==> config.mk <==
export PLATFORM = sky130hd
export DESIGN_NAME = alu_scheduler_flat
export DESIGN_NICKNAME = d
export VERILOG_FILES = /design/src/rtl/alu_pkg.sv /design/src/rtl/alu_scheduler_if.sv /design/src/rtl/rr_arbiter.sv /design/src/rtl/alu_scheduler.sv /design/src/flat_wrapper.sv
export SDC_FILE = /design/constraint.sdc
export NUM_CORES = 1
export LEC_CHECK = 0
export BUFFER_PORTS_ARGS = -buffer_cell sky130_fd_sc_hd__clkbuf_2
export CAP_MARGIN = 10
export CORE_MARGIN = 5
export CORE_UTILIZATION = 45
export DETAILED_ROUTE_END_ITERATION = 8
export GPL_ROUTABILITY_DRIVEN = 0
export PLACE_DENSITY = 0.85
export SETUP_SLACK_MARGIN = 0.3
export SYNTH_ARGS = -nofsm -noshare
export SYNTH_HDL_FRONTEND = slang
export SYNTH_SLANG_ARGS = --single-unit
==> constraint.sdc <==
create_clock -name clk -period 1.8 [get_ports clk]
set_input_delay 0.27 -clock clk [delete_from_list [all_inputs] [get_ports clk]]
set_output_delay 0.27 -clock clk [all_outputs]
set_load 0.005 [all_outputs]
==> src/rtl/alu_pkg.sv <==
// alu_pkg: shared ALU op codes, data width, scheduler FSM states and response flags
package alu_pkg;
    localparam int DATA_W = 8;
    localparam logic [2:0] OP_ADD = 3'b000;
    localparam logic [2:0] OP_AND = 3'b001;
    localparam logic [2:0] OP_OR  = 3'b010;
    localparam logic [2:0] OP_SUB = 3'b011;
    localparam logic [2:0] OP_XOR = 3'b100;
    localparam logic [2:0] OP_SLT = 3'b101;
    localparam logic [2:0] OP_NOR = 3'b110;
    typedef enum logic [1:0] {IDLE, EXEC, CAPT, RESP} sched_state_t;
    typedef struct packed {
        logic [DATA_W-1:0] result;
        logic              zero;
        logic              carry;
        logic              overflow;
    } rsp_flags_t;
endpackage

==> src/rtl/alu_scheduler_if.sv <==
// alu_scheduler_if: packed request channels and the tagged response channel of the ALU scheduler
interface alu_scheduler_if #(parameter int NUM_REQ = 4);
    import alu_pkg::*;
    localparam int ID_W = $clog2(NUM_REQ);
    logic [NUM_REQ-1:0]        req_valid;
    logic [NUM_REQ-1:0]        req_ready;
    logic [NUM_REQ*DATA_W-1:0] req_a;
    logic [NUM_REQ*DATA_W-1:0] req_b;
    logic [NUM_REQ*3-1:0]      req_op;
    logic                      rsp_valid;
    logic                      rsp_ready;
    logic [ID_W-1:0]           rsp_id;
    logic [DATA_W-1:0]         rsp_result;
    logic                      rsp_zero;
    logic                      rsp_carry;
    logic                      rsp_overflow;
    modport master (
        output req_valid, req_a, req_b, req_op, rsp_ready,
        input  req_ready, rsp_valid, rsp_id, rsp_result, rsp_zero, rsp_carry, rsp_overflow
    );
    modport slave (
        input  req_valid, req_a, req_b, req_op, rsp_ready,
        output req_ready, rsp_valid, rsp_id, rsp_result, rsp_zero, rsp_carry, rsp_overflow
    );
endinterface

==> src/rtl/rr_arbiter.sv <==
// rr_arbiter: combinational round-robin pick of the first request at or above the pointer, wrapping
module rr_arbiter #(parameter int N = 4, localparam int W = $clog2(N)) (
    input  logic [N-1:0] req,
    input  logic [W-1:0] ptr,
    output logic [N-1:0] grant,
    output logic [W-1:0] idx,
    output logic         any_grant
);
    // scan downward in distance so the closest request to the pointer wins
    always_comb begin
        idx = '0;
        any_grant = 1'b0;
        for (int k = N - 1; k >= 0; k--) begin
            if (req[(int'(ptr) + k) % N]) begin
                idx = W'((int'(ptr) + k) % N);
                any_grant = 1'b1;
            end
        end
        grant = any_grant ? N'(1) << idx : '0;
    end
endmodule

==> src/rtl/alu_scheduler.sv <==
// alu_scheduler: round-robin sharing of one registered ALU among NUM_REQ requesters
module alu_scheduler
    import alu_pkg::*;
#(
    parameter int NUM_REQ = 4
) (
    input  logic              clk,
    input  logic              rst_n,
    alu_scheduler_if.slave    bus,
    output logic              busy,
    output logic [DATA_W-1:0] alu_a,
    output logic [DATA_W-1:0] alu_b,
    output logic [2:0]        alu_op,
    input  logic [DATA_W-1:0] alu_result,
    input  logic              alu_carry,
    input  logic              alu_overflow
);
    localparam int ID_W = $clog2(NUM_REQ);

    sched_state_t      state_q, state_d;
    logic [ID_W-1:0]   ptr_q, ptr_d, id_q, id_d, rsp_id_q, rsp_id_d;
    logic [DATA_W-1:0] alu_a_q, alu_a_d, alu_b_q, alu_b_d;
    logic [2:0]        alu_op_q, alu_op_d;
    rsp_flags_t        rsp_q, rsp_d;
    logic              rsp_valid_q, rsp_valid_d;
    logic [NUM_REQ-1:0] grant;
    logic [ID_W-1:0]   grant_idx;
    logic              any_grant;

    rr_arbiter #(.N(NUM_REQ)) u_arb (
        .req       (bus.req_valid),
        .ptr       (ptr_q),
        .grant     (grant),
        .idx       (grant_idx),
        .any_grant (any_grant)
    );

    assign bus.req_ready    = (rst_n && state_q == IDLE) ? grant : '0;
    assign bus.rsp_valid    = rsp_valid_q;
    assign bus.rsp_id       = rsp_id_q;
    assign bus.rsp_result   = rsp_q.result;
    assign bus.rsp_zero     = rsp_q.zero;
    assign bus.rsp_carry    = rsp_q.carry;
    assign bus.rsp_overflow = rsp_q.overflow;
    assign busy   = state_q != IDLE;
    assign alu_a  = alu_a_q;
    assign alu_b  = alu_b_q;
    assign alu_op = alu_op_q;

    // accept in IDLE, hold operands through EXEC, capture ALU output in CAPT, handshake in RESP
    always_comb begin
        state_d     = state_q;
        ptr_d       = ptr_q;
        id_d        = id_q;
        alu_a_d     = alu_a_q;
        alu_b_d     = alu_b_q;
        alu_op_d    = alu_op_q;
        rsp_id_d    = rsp_id_q;
        rsp_d       = rsp_q;
        rsp_valid_d = rsp_valid_q;
        case (state_q)
            IDLE: if (any_grant) begin
                alu_a_d  = bus.req_a[int'(grant_idx) * DATA_W +: DATA_W];
                alu_b_d  = bus.req_b[int'(grant_idx) * DATA_W +: DATA_W];
                alu_op_d = bus.req_op[int'(grant_idx) * 3 +: 3];
                id_d     = grant_idx;
                ptr_d    = (int'(grant_idx) == NUM_REQ - 1) ? '0 : grant_idx + 1'b1;
                state_d  = EXEC;
            end
            EXEC: state_d = CAPT;
            CAPT: begin
                rsp_d       = '{result: alu_result, zero: alu_result == '0, carry: alu_carry, overflow: alu_overflow};
                rsp_id_d    = id_q;
                rsp_valid_d = 1'b1;
                state_d     = RESP;
            end
            RESP: if (bus.rsp_ready) begin
                rsp_valid_d = 1'b0;
                state_d     = IDLE;
            end
            default: state_d = IDLE;
        endcase
    end

    // state registers; reset aborts any in-flight op without a response
    always_ff @(posedge clk) begin
        if (!rst_n) begin
            state_q     <= IDLE;
            ptr_q       <= '0;
            id_q        <= '0;
            alu_a_q     <= '0;
            alu_b_q     <= '0;
            alu_op_q    <= '0;
            rsp_id_q    <= '0;
            rsp_q       <= '0;
            rsp_valid_q <= 1'b0;
        end else begin
            state_q     <= state_d;
            ptr_q       <= ptr_d;
            id_q        <= id_d;
            alu_a_q     <= alu_a_d;
            alu_b_q     <= alu_b_d;
            alu_op_q    <= alu_op_d;
            rsp_id_q    <= rsp_id_d;
            rsp_q       <= rsp_d;
            rsp_valid_q <= rsp_valid_d;
        end
    end
endmodule
==> src/flat_wrapper.sv <==
// flat-port wrapper written by rule: the top's interface ports become plain ports
module alu_scheduler_flat import alu_pkg::*;
#(
    parameter int NUM_REQ = 4
)
  (clk, rst_n, busy, alu_a, alu_b, alu_op, alu_result, alu_carry, alu_overflow, bus_req_valid, bus_req_a, bus_req_b, bus_req_op, bus_rsp_ready, bus_req_ready, bus_rsp_valid, bus_rsp_id, bus_rsp_result, bus_rsp_zero, bus_rsp_carry, bus_rsp_overflow);
  alu_scheduler_if #(.NUM_REQ(NUM_REQ)) bus_i ();
  input  logic clk;
  input  logic rst_n;
  output logic busy;
  output logic [DATA_W-1:0] alu_a;
  output logic [DATA_W-1:0] alu_b;
  output logic [2:0] alu_op;
  input  logic [DATA_W-1:0] alu_result;
  input  logic alu_carry;
  input  logic alu_overflow;
  input wire logic [$bits(bus_i.req_valid)-1:0] bus_req_valid;
  input wire logic [$bits(bus_i.req_a)-1:0] bus_req_a;
  input wire logic [$bits(bus_i.req_b)-1:0] bus_req_b;
  input wire logic [$bits(bus_i.req_op)-1:0] bus_req_op;
  input wire logic [$bits(bus_i.rsp_ready)-1:0] bus_rsp_ready;
  output wire logic [$bits(bus_i.req_ready)-1:0] bus_req_ready;
  output wire logic [$bits(bus_i.rsp_valid)-1:0] bus_rsp_valid;
  output wire logic [$bits(bus_i.rsp_id)-1:0] bus_rsp_id;
  output wire logic [$bits(bus_i.rsp_result)-1:0] bus_rsp_result;
  output wire logic [$bits(bus_i.rsp_zero)-1:0] bus_rsp_zero;
  output wire logic [$bits(bus_i.rsp_carry)-1:0] bus_rsp_carry;
  output wire logic [$bits(bus_i.rsp_overflow)-1:0] bus_rsp_overflow;
  assign bus_i.req_valid = bus_req_valid;
  assign bus_i.req_a = bus_req_a;
  assign bus_i.req_b = bus_req_b;
  assign bus_i.req_op = bus_req_op;
  assign bus_i.rsp_ready = bus_rsp_ready;
  assign bus_req_ready = bus_i.req_ready;
  assign bus_rsp_valid = bus_i.rsp_valid;
  assign bus_rsp_id = bus_i.rsp_id;
  assign bus_rsp_result = bus_i.rsp_result;
  assign bus_rsp_zero = bus_i.rsp_zero;
  assign bus_rsp_carry = bus_i.rsp_carry;
  assign bus_rsp_overflow = bus_i.rsp_overflow;
  alu_scheduler #(.NUM_REQ(NUM_REQ)) u_core (.clk(clk), .rst_n(rst_n), .bus(bus_i), .busy(busy), .alu_a(alu_a), .alu_b(alu_b), .alu_op(alu_op), .alu_result(alu_result), .alu_carry(alu_carry), .alu_overflow(alu_overflow));
endmodule
# After elaboration in Yosys (flattened, before gate mapping)
# Cells that the tools add are included.
# W data, S select, Z words.
[word_totals] regBits=39 inputBits=93 output_inout_bits=38 wordCells=72
[classes] addsub=4 multipliers=1 order_cmp=4 n_eq_ne=6 n_shift=4 n_mux=27 bitwise=3 n_reduce_logical=11
[op_table] operator="$shiftx A32 B6 Y8" count=2
[op_table] operator="$shiftx A12 B32 Y3" count=1
[op_table] operator="$mux W2" count=7
[op_table] operator="$lt A3 B4 Y1 const B" count=3
[op_table] operator="$mux W1" count=12
[op_table] operator="$bmux W1 S2" count=4
[op_table] operator="$logic_not A8 Y1" count=1
[op_table] operator="$mux W4" count=2
[op_table] operator="$pmux W2 S4" count=1
[op_table] operator="$reduce_and A2 Y1" count=3
[op_table] operator="$reduce_or A2 Y1" count=3
[op_table] operator="$add A2 B1 Y2 const B" count=2
[op_table] operator="$add A2 B2 Y2 const B" count=2
[op_table] operator="$eq A2 B1 Y1 const B" count=2
[op_table] operator="$eq A2 B2 Y1 const B" count=2
[op_table] operator="$mul A2 B2 Y4 const B" count=1
[op_table] operator="$reduce_bool A2 Y1" count=2
[op_table] operator="$shl A1 B2 Y4 const A" count=1
[op_table] operator="$and A1 B1 Y1 const A" count=3
[op_table] operator="$lt A2 B3 Y1 const B" count=1
[op_table] operator="$logic_not A2 Y1" count=1
[op_table] operator="$ne A2 B1 Y1 const B" count=1
[op_table] operator="$ne A2 B2 Y1 const B" count=1
[op_table] operator="$pmux W1 S2" count=1
[op_table] operator="$logic_and A1 B1 Y1" count=1

# Longest topological paths before layout
[logic_depth] ltp_word=13 depth_mapped=8 mapped_depth_nobuf=7

# By module
# Synthesis repeated with hierarchy kept, for this count alone.
[unflattened] hier_cells=231 area_unflattened_um2=2204.6
[modules_own_cells] module="alu_scheduler" instances=1 cells_each=202 area_per_inst_um2=2021.9
[modules_own_cells] module="rr_arbiter" instances=1 cells_each=29 area_per_inst_um2=182.7

# Worst setup path before layout
# OpenSTA, ideal clock, no wires.
[synth_timing] path_kind="input to output" from="input port bus_req_valid[2]" to="output port bus_req_ready[2]" t_arrival_ns=1.439 setup_slack_ns=0.091 stages=7 path_buffers=1 cell_sequence="nor2b_1 > o21a_1 > nor3_4 > buf_2 > inv_1 > ha_1 > and3_1"
[synth_via] elab_chain_len=10 elab_cells_between_ends=22
[synth_lines] element="from (decl)" line_no="flat_wrapper.sv:17" rtl="input wire logic [$bits(bus_i.req_valid)-1:0] bus_req_valid;"
[synth_lines] element="$bmux W1 S2" line_no="rr_arbiter.sv:14" rtl="if (req[(int'(ptr) + k) % N]) begin"
[synth_lines] element="$mux W1 (not written as such) (2 in series)" line_no="rr_arbiter.sv:14"
[synth_lines] element="$mux W2 (4 in series)" line_no="rr_arbiter.sv:14"
[synth_lines] element="$shl A1 B2 Y4" line_no="rr_arbiter.sv:19" rtl="grant = any_grant ? N'(1) << idx : '0;"
[synth_lines] element="$mux W4 (*)" line_no="rr_arbiter.sv:19"
[synth_lines] element="$mux W4 (*)" line_no="alu_scheduler.sv:38" rtl="assign bus.req_ready = (rst_n && state_q == IDLE) ? grant : '0;"
[synth_lines] element="to (decl)" line_no="flat_wrapper.sv:22" rtl="output wire logic [$bits(bus_i.req_ready)-1:0] bus_req_ready;"
# Every way passes the cells marked *; elsewhere a longest branch is shown, timed or not. The select of a mux whose other input is x is not followed.

# Worst setup path after layout
[layout_timing] from="register u_core.ptr_q[0]" to="output port bus_req_ready[0]"
[layout_via] elab_chain_len=11 elab_cells_between_ends=25
[layout_lines] element="from (decl)" line_no="alu_scheduler.sv:21" rtl="logic [ID_W-1:0] ptr_q, ptr_d, id_q, id_d, rsp_id_q, rsp_id_d;"
[layout_lines] element="from (signal assigned)" line_no="alu_scheduler.sv:99" rtl="ptr_q <= ptr_d;"
[layout_lines] element="$add A2 B2 Y2" line_no="rr_arbiter.sv:14, rr_arbiter.sv:15"
[layout_lines] element="$bmux W1 S2" line_no="rr_arbiter.sv:14"
[layout_lines] element="$mux W1 (not written as such) (2 in series)" line_no="rr_arbiter.sv:14"
[layout_lines] element="$mux W2 (4 in series)" line_no="rr_arbiter.sv:14"
[layout_lines] element="$shl A1 B2 Y4" line_no="rr_arbiter.sv:19"
[layout_lines] element="$mux W4 (*)" line_no="rr_arbiter.sv:19"
[layout_lines] element="$mux W4 (*)" line_no="alu_scheduler.sv:38"
# Marks and branches as above.

==> flow_summary.json <==
{
  "outcome": "finished with violations",
  "failed_checks": "negative setup slack",
  "hold_viol_final": 0,
  "rows": 26,
  "seqPwrFrac": 0.273,
  "rr_startpoint": "u_core.ptr_q[0]$_SDFFE_PN0P_",
  "clockBufferDepth": 2,
  "drt_iter0_drc": 151,
  "io_pins": 131,
  "instances_no_fill": 485,
  "arrival_ns": 1.66,
  "start_util": 0.461,
  "p_switching_mw": 2.00,
  "worst_pin_slew_ns": 0.379,
  "min_from": "alu_carry",
  "asyncSetResetFlopFracSynth": 0,
  "synthFlopType": "dfxtp_1",
  "dp_cells": 453,
  "core_sq_um": 5070,
  "start_kind": "flop",
  "synth-edff-count": 0,
  "timing.final.ws_setup_ns": -0.127,
  "final_util": 0.736,
  "nFillCells": 379,
  "clk_latency_ns": 0.29,
  "ys_seq_elements": 39,
  "combPwrFrac": 0.602,
  "cp-end-kind": "primary output",
  "crit_required_ns": 1.53,
  "rsz0062_at_grt": "yes",
  "wl_per_cell_um": 16.5,
  "min_path_type": "in2reg",
  "synth.distinct_cells": 31,
  "viasPerCell": 5.41,
  "clk_pin_slew_ns": 0.07,
  "p_leak_nw": 1.78,
  "dr.pass1.iters": 4,
  "synth_top_area_cell": "dfxtp_1",
  "root_buffer": "clkbuf_8",
  "p_int_mw": 3.20,
  "routed-via-count": 2622,
  "place_ws_ns": -0.0768,
  "path_max_fanout": 5,
  "fin_crit_ns": 1.93,
  "numCtsBuffers": 5,
  "grt_usage": 0.224,
  "nets": 513,
  "avgSynthCellArea_sq_um": 9.04,
  "vdd_drop_max_uv": 867,
  "io_buffers": 130,
  "switching_share": 0.385,
  "synth_common_cells": "dfxtp_1 (39), mux2i_1 (34), nand2_1 (22), nor2_1 (22), nand3_1 (21)",
  "clkSinkCount": 39,
  "antenna_cells": 0,
  "die_h_um": 82.1,
  "grt-ovfl-total": 0,
  "hold_slack_ns": 0.221,
  "post-route-drc-count": 0,
  "dieArea_sq_um": 6740,
  "syn_area_sq_um": 2340,
  "grt_pass1_wl_mm": 11.8,
  "totalWireLength_mm": 8.02,
  "skew_ns": 0.00612,
  "syn_inst": 259,
  "synth_top_area_frac": 0.334,
  "power.density_nw_per_um2": 1390,
  "r2r_setup_slack_ns": 0.04,
  "grt_pass1_vias": 2539,
  "syn_nets": 358,
  "ant_nets": 0,
  "fmax_mhz": 519,
  "dp.final_hpwl_mm": 5.56,
  "crit_path_start": "u_core.ptr_q[0]$_SDFFE_PN0P_",
  "yosys-top-cells-area": "dfxtp_1 (33%), mux2i_1 (15%), o211ai_2 (10%)",
  "final.period_utilization": 1.07,
  "cts_tree": "yes",
  "antenna_found_initial": 0,
  "drv_cap": 0,
  "grt_max_degree": 20,
  "slew_violations": 0,
  "relSlewSlack": 0.748,
  "ys_seq_area_frac": 0.334,
  "die_w_um": 82.1,
  "setup_viol": 4,
  "pwr-share-clk": 0.126,
  "area_growth_pct": 59.5,
  "cts_htree_levels": 2,
  "yosysMostFrequentCell": "dfxtp_1",
  "ys_warn_count": 0,
  "drive_gt1_frac": 0.571,
  "crit_type": "reg2out"
}
[cell type report]
type	instances	area (sq um)	share of cell area
inverters	7	33.8	0.00905
multi-input cells	192	1580	0.423
clock buffers	8	100	0.0268
flip-flops and latches	39	791	0.212
well taps	70	87.6	0.0235
repair buffers	169	1140	0.306
[sequential cells by signal, summed over array words and instances, names as in the netlist]
name,count
u_core.bus.rsp_result,8
u_core.state_q,2
u_core.id_q,2
u_core.ptr_q,2
u_core.alu_b,8
u_core.bus.rsp_carry,1
u_core.bus.rsp_id,2
u_core.bus.rsp_zero,1
u_core.bus.rsp_overflow,1
u_core.alu_op,3
u_core.alu_a,8
u_core.bus.rsp_valid,1
[cells by family (layout without fill, tap and decap cells)]
kind of cell / count (synthesis) / after routing / share of synthesized area
AOI/OAI and AO/OA: 71 / 71 / 0.258
adders and majority gates: 6 / 6 / 0.0321
and+or+nand+nor: 81 / 81 / 0.168
buffers and inverters: 28 / 184 / 0.0636
DFF: 39 / 39 / 0.334
muxes: 34 / 34 / 0.145
[critical path, cell delays in order (launching register included)]
cell and delay (ns):
dfxtp_4 0.36, nand2b_4 0.17, a21oi_4 0.15, nor3_4 0.06, buf_12 0.15, buf_6 0.11
buf_12 0.12, nor3_4 0.11, clkbuf_2 0.13
[path summary, 6_finish.rpt]
check / endpoint / cells past startpoint
hold / removal: u_core.bus.rsp_carry$_SDFFE_PN0P_ / 3
setup / recovery: bus_req_ready[0] / 8
hold reg to reg: u_core.bus.rsp_zero$_SDFFE_PN0P_ / 2
setup reg to reg: u_core.alu_a[6]$_SDFFE_PN0P_ / 10
[layer usage]
layer	track usage	wire [um]	vias up
met5	0	0	-
met3	0.0488	794	18
met1	0.255	3030	1216
li1	-	-	1251
met4	0.0980	169	0
met2	0.399	4030	137
[power groups by stage]
stage	Sequential (mW)	Clock, mW	Combinational (mW)
final	1.42	0.654	3.13
after global routing	1.45	0.713	3.36
after CTS	1.39	0.665	2.79
after detailed placement	1.40	0	2.25
after global placement	1.40	0	2.17
after floorplan	1.40	0	1.46
[placed cells by master (no fill, tap or decap), types with 16 or more instances in the layout]
cell type,n
clkbuf_2,129
dfxtp_1,35
mux2i_1,32
nor2_1,21
nand3_1,20
o21ai_0,20
a211o_1,19
o211ai_2,19
buf_6,16
[metrics by stage]
stage	TNS, ns	area, sq um	power, mW
2_1_floorplan	0	2460	2.86
3_3_place_gp	-0.124	3190	3.56
3_5_place_dp	-0.442	3190	3.66
4_1_cts	-0.505	3550	4.84
5_1_grt	-0.798	3730	5.52
6_report	-0.372	3730	5.20
[what timing repair did]
action	in CTS	in global routing
pin swaps	21	12
hold buffers	0	0
cloned	4	2
buffers inserted	11	7
gates resized for setup	28	31
setup endpoints to repair	24	34
Note: power is estimated with default switching activity, not from simulation.
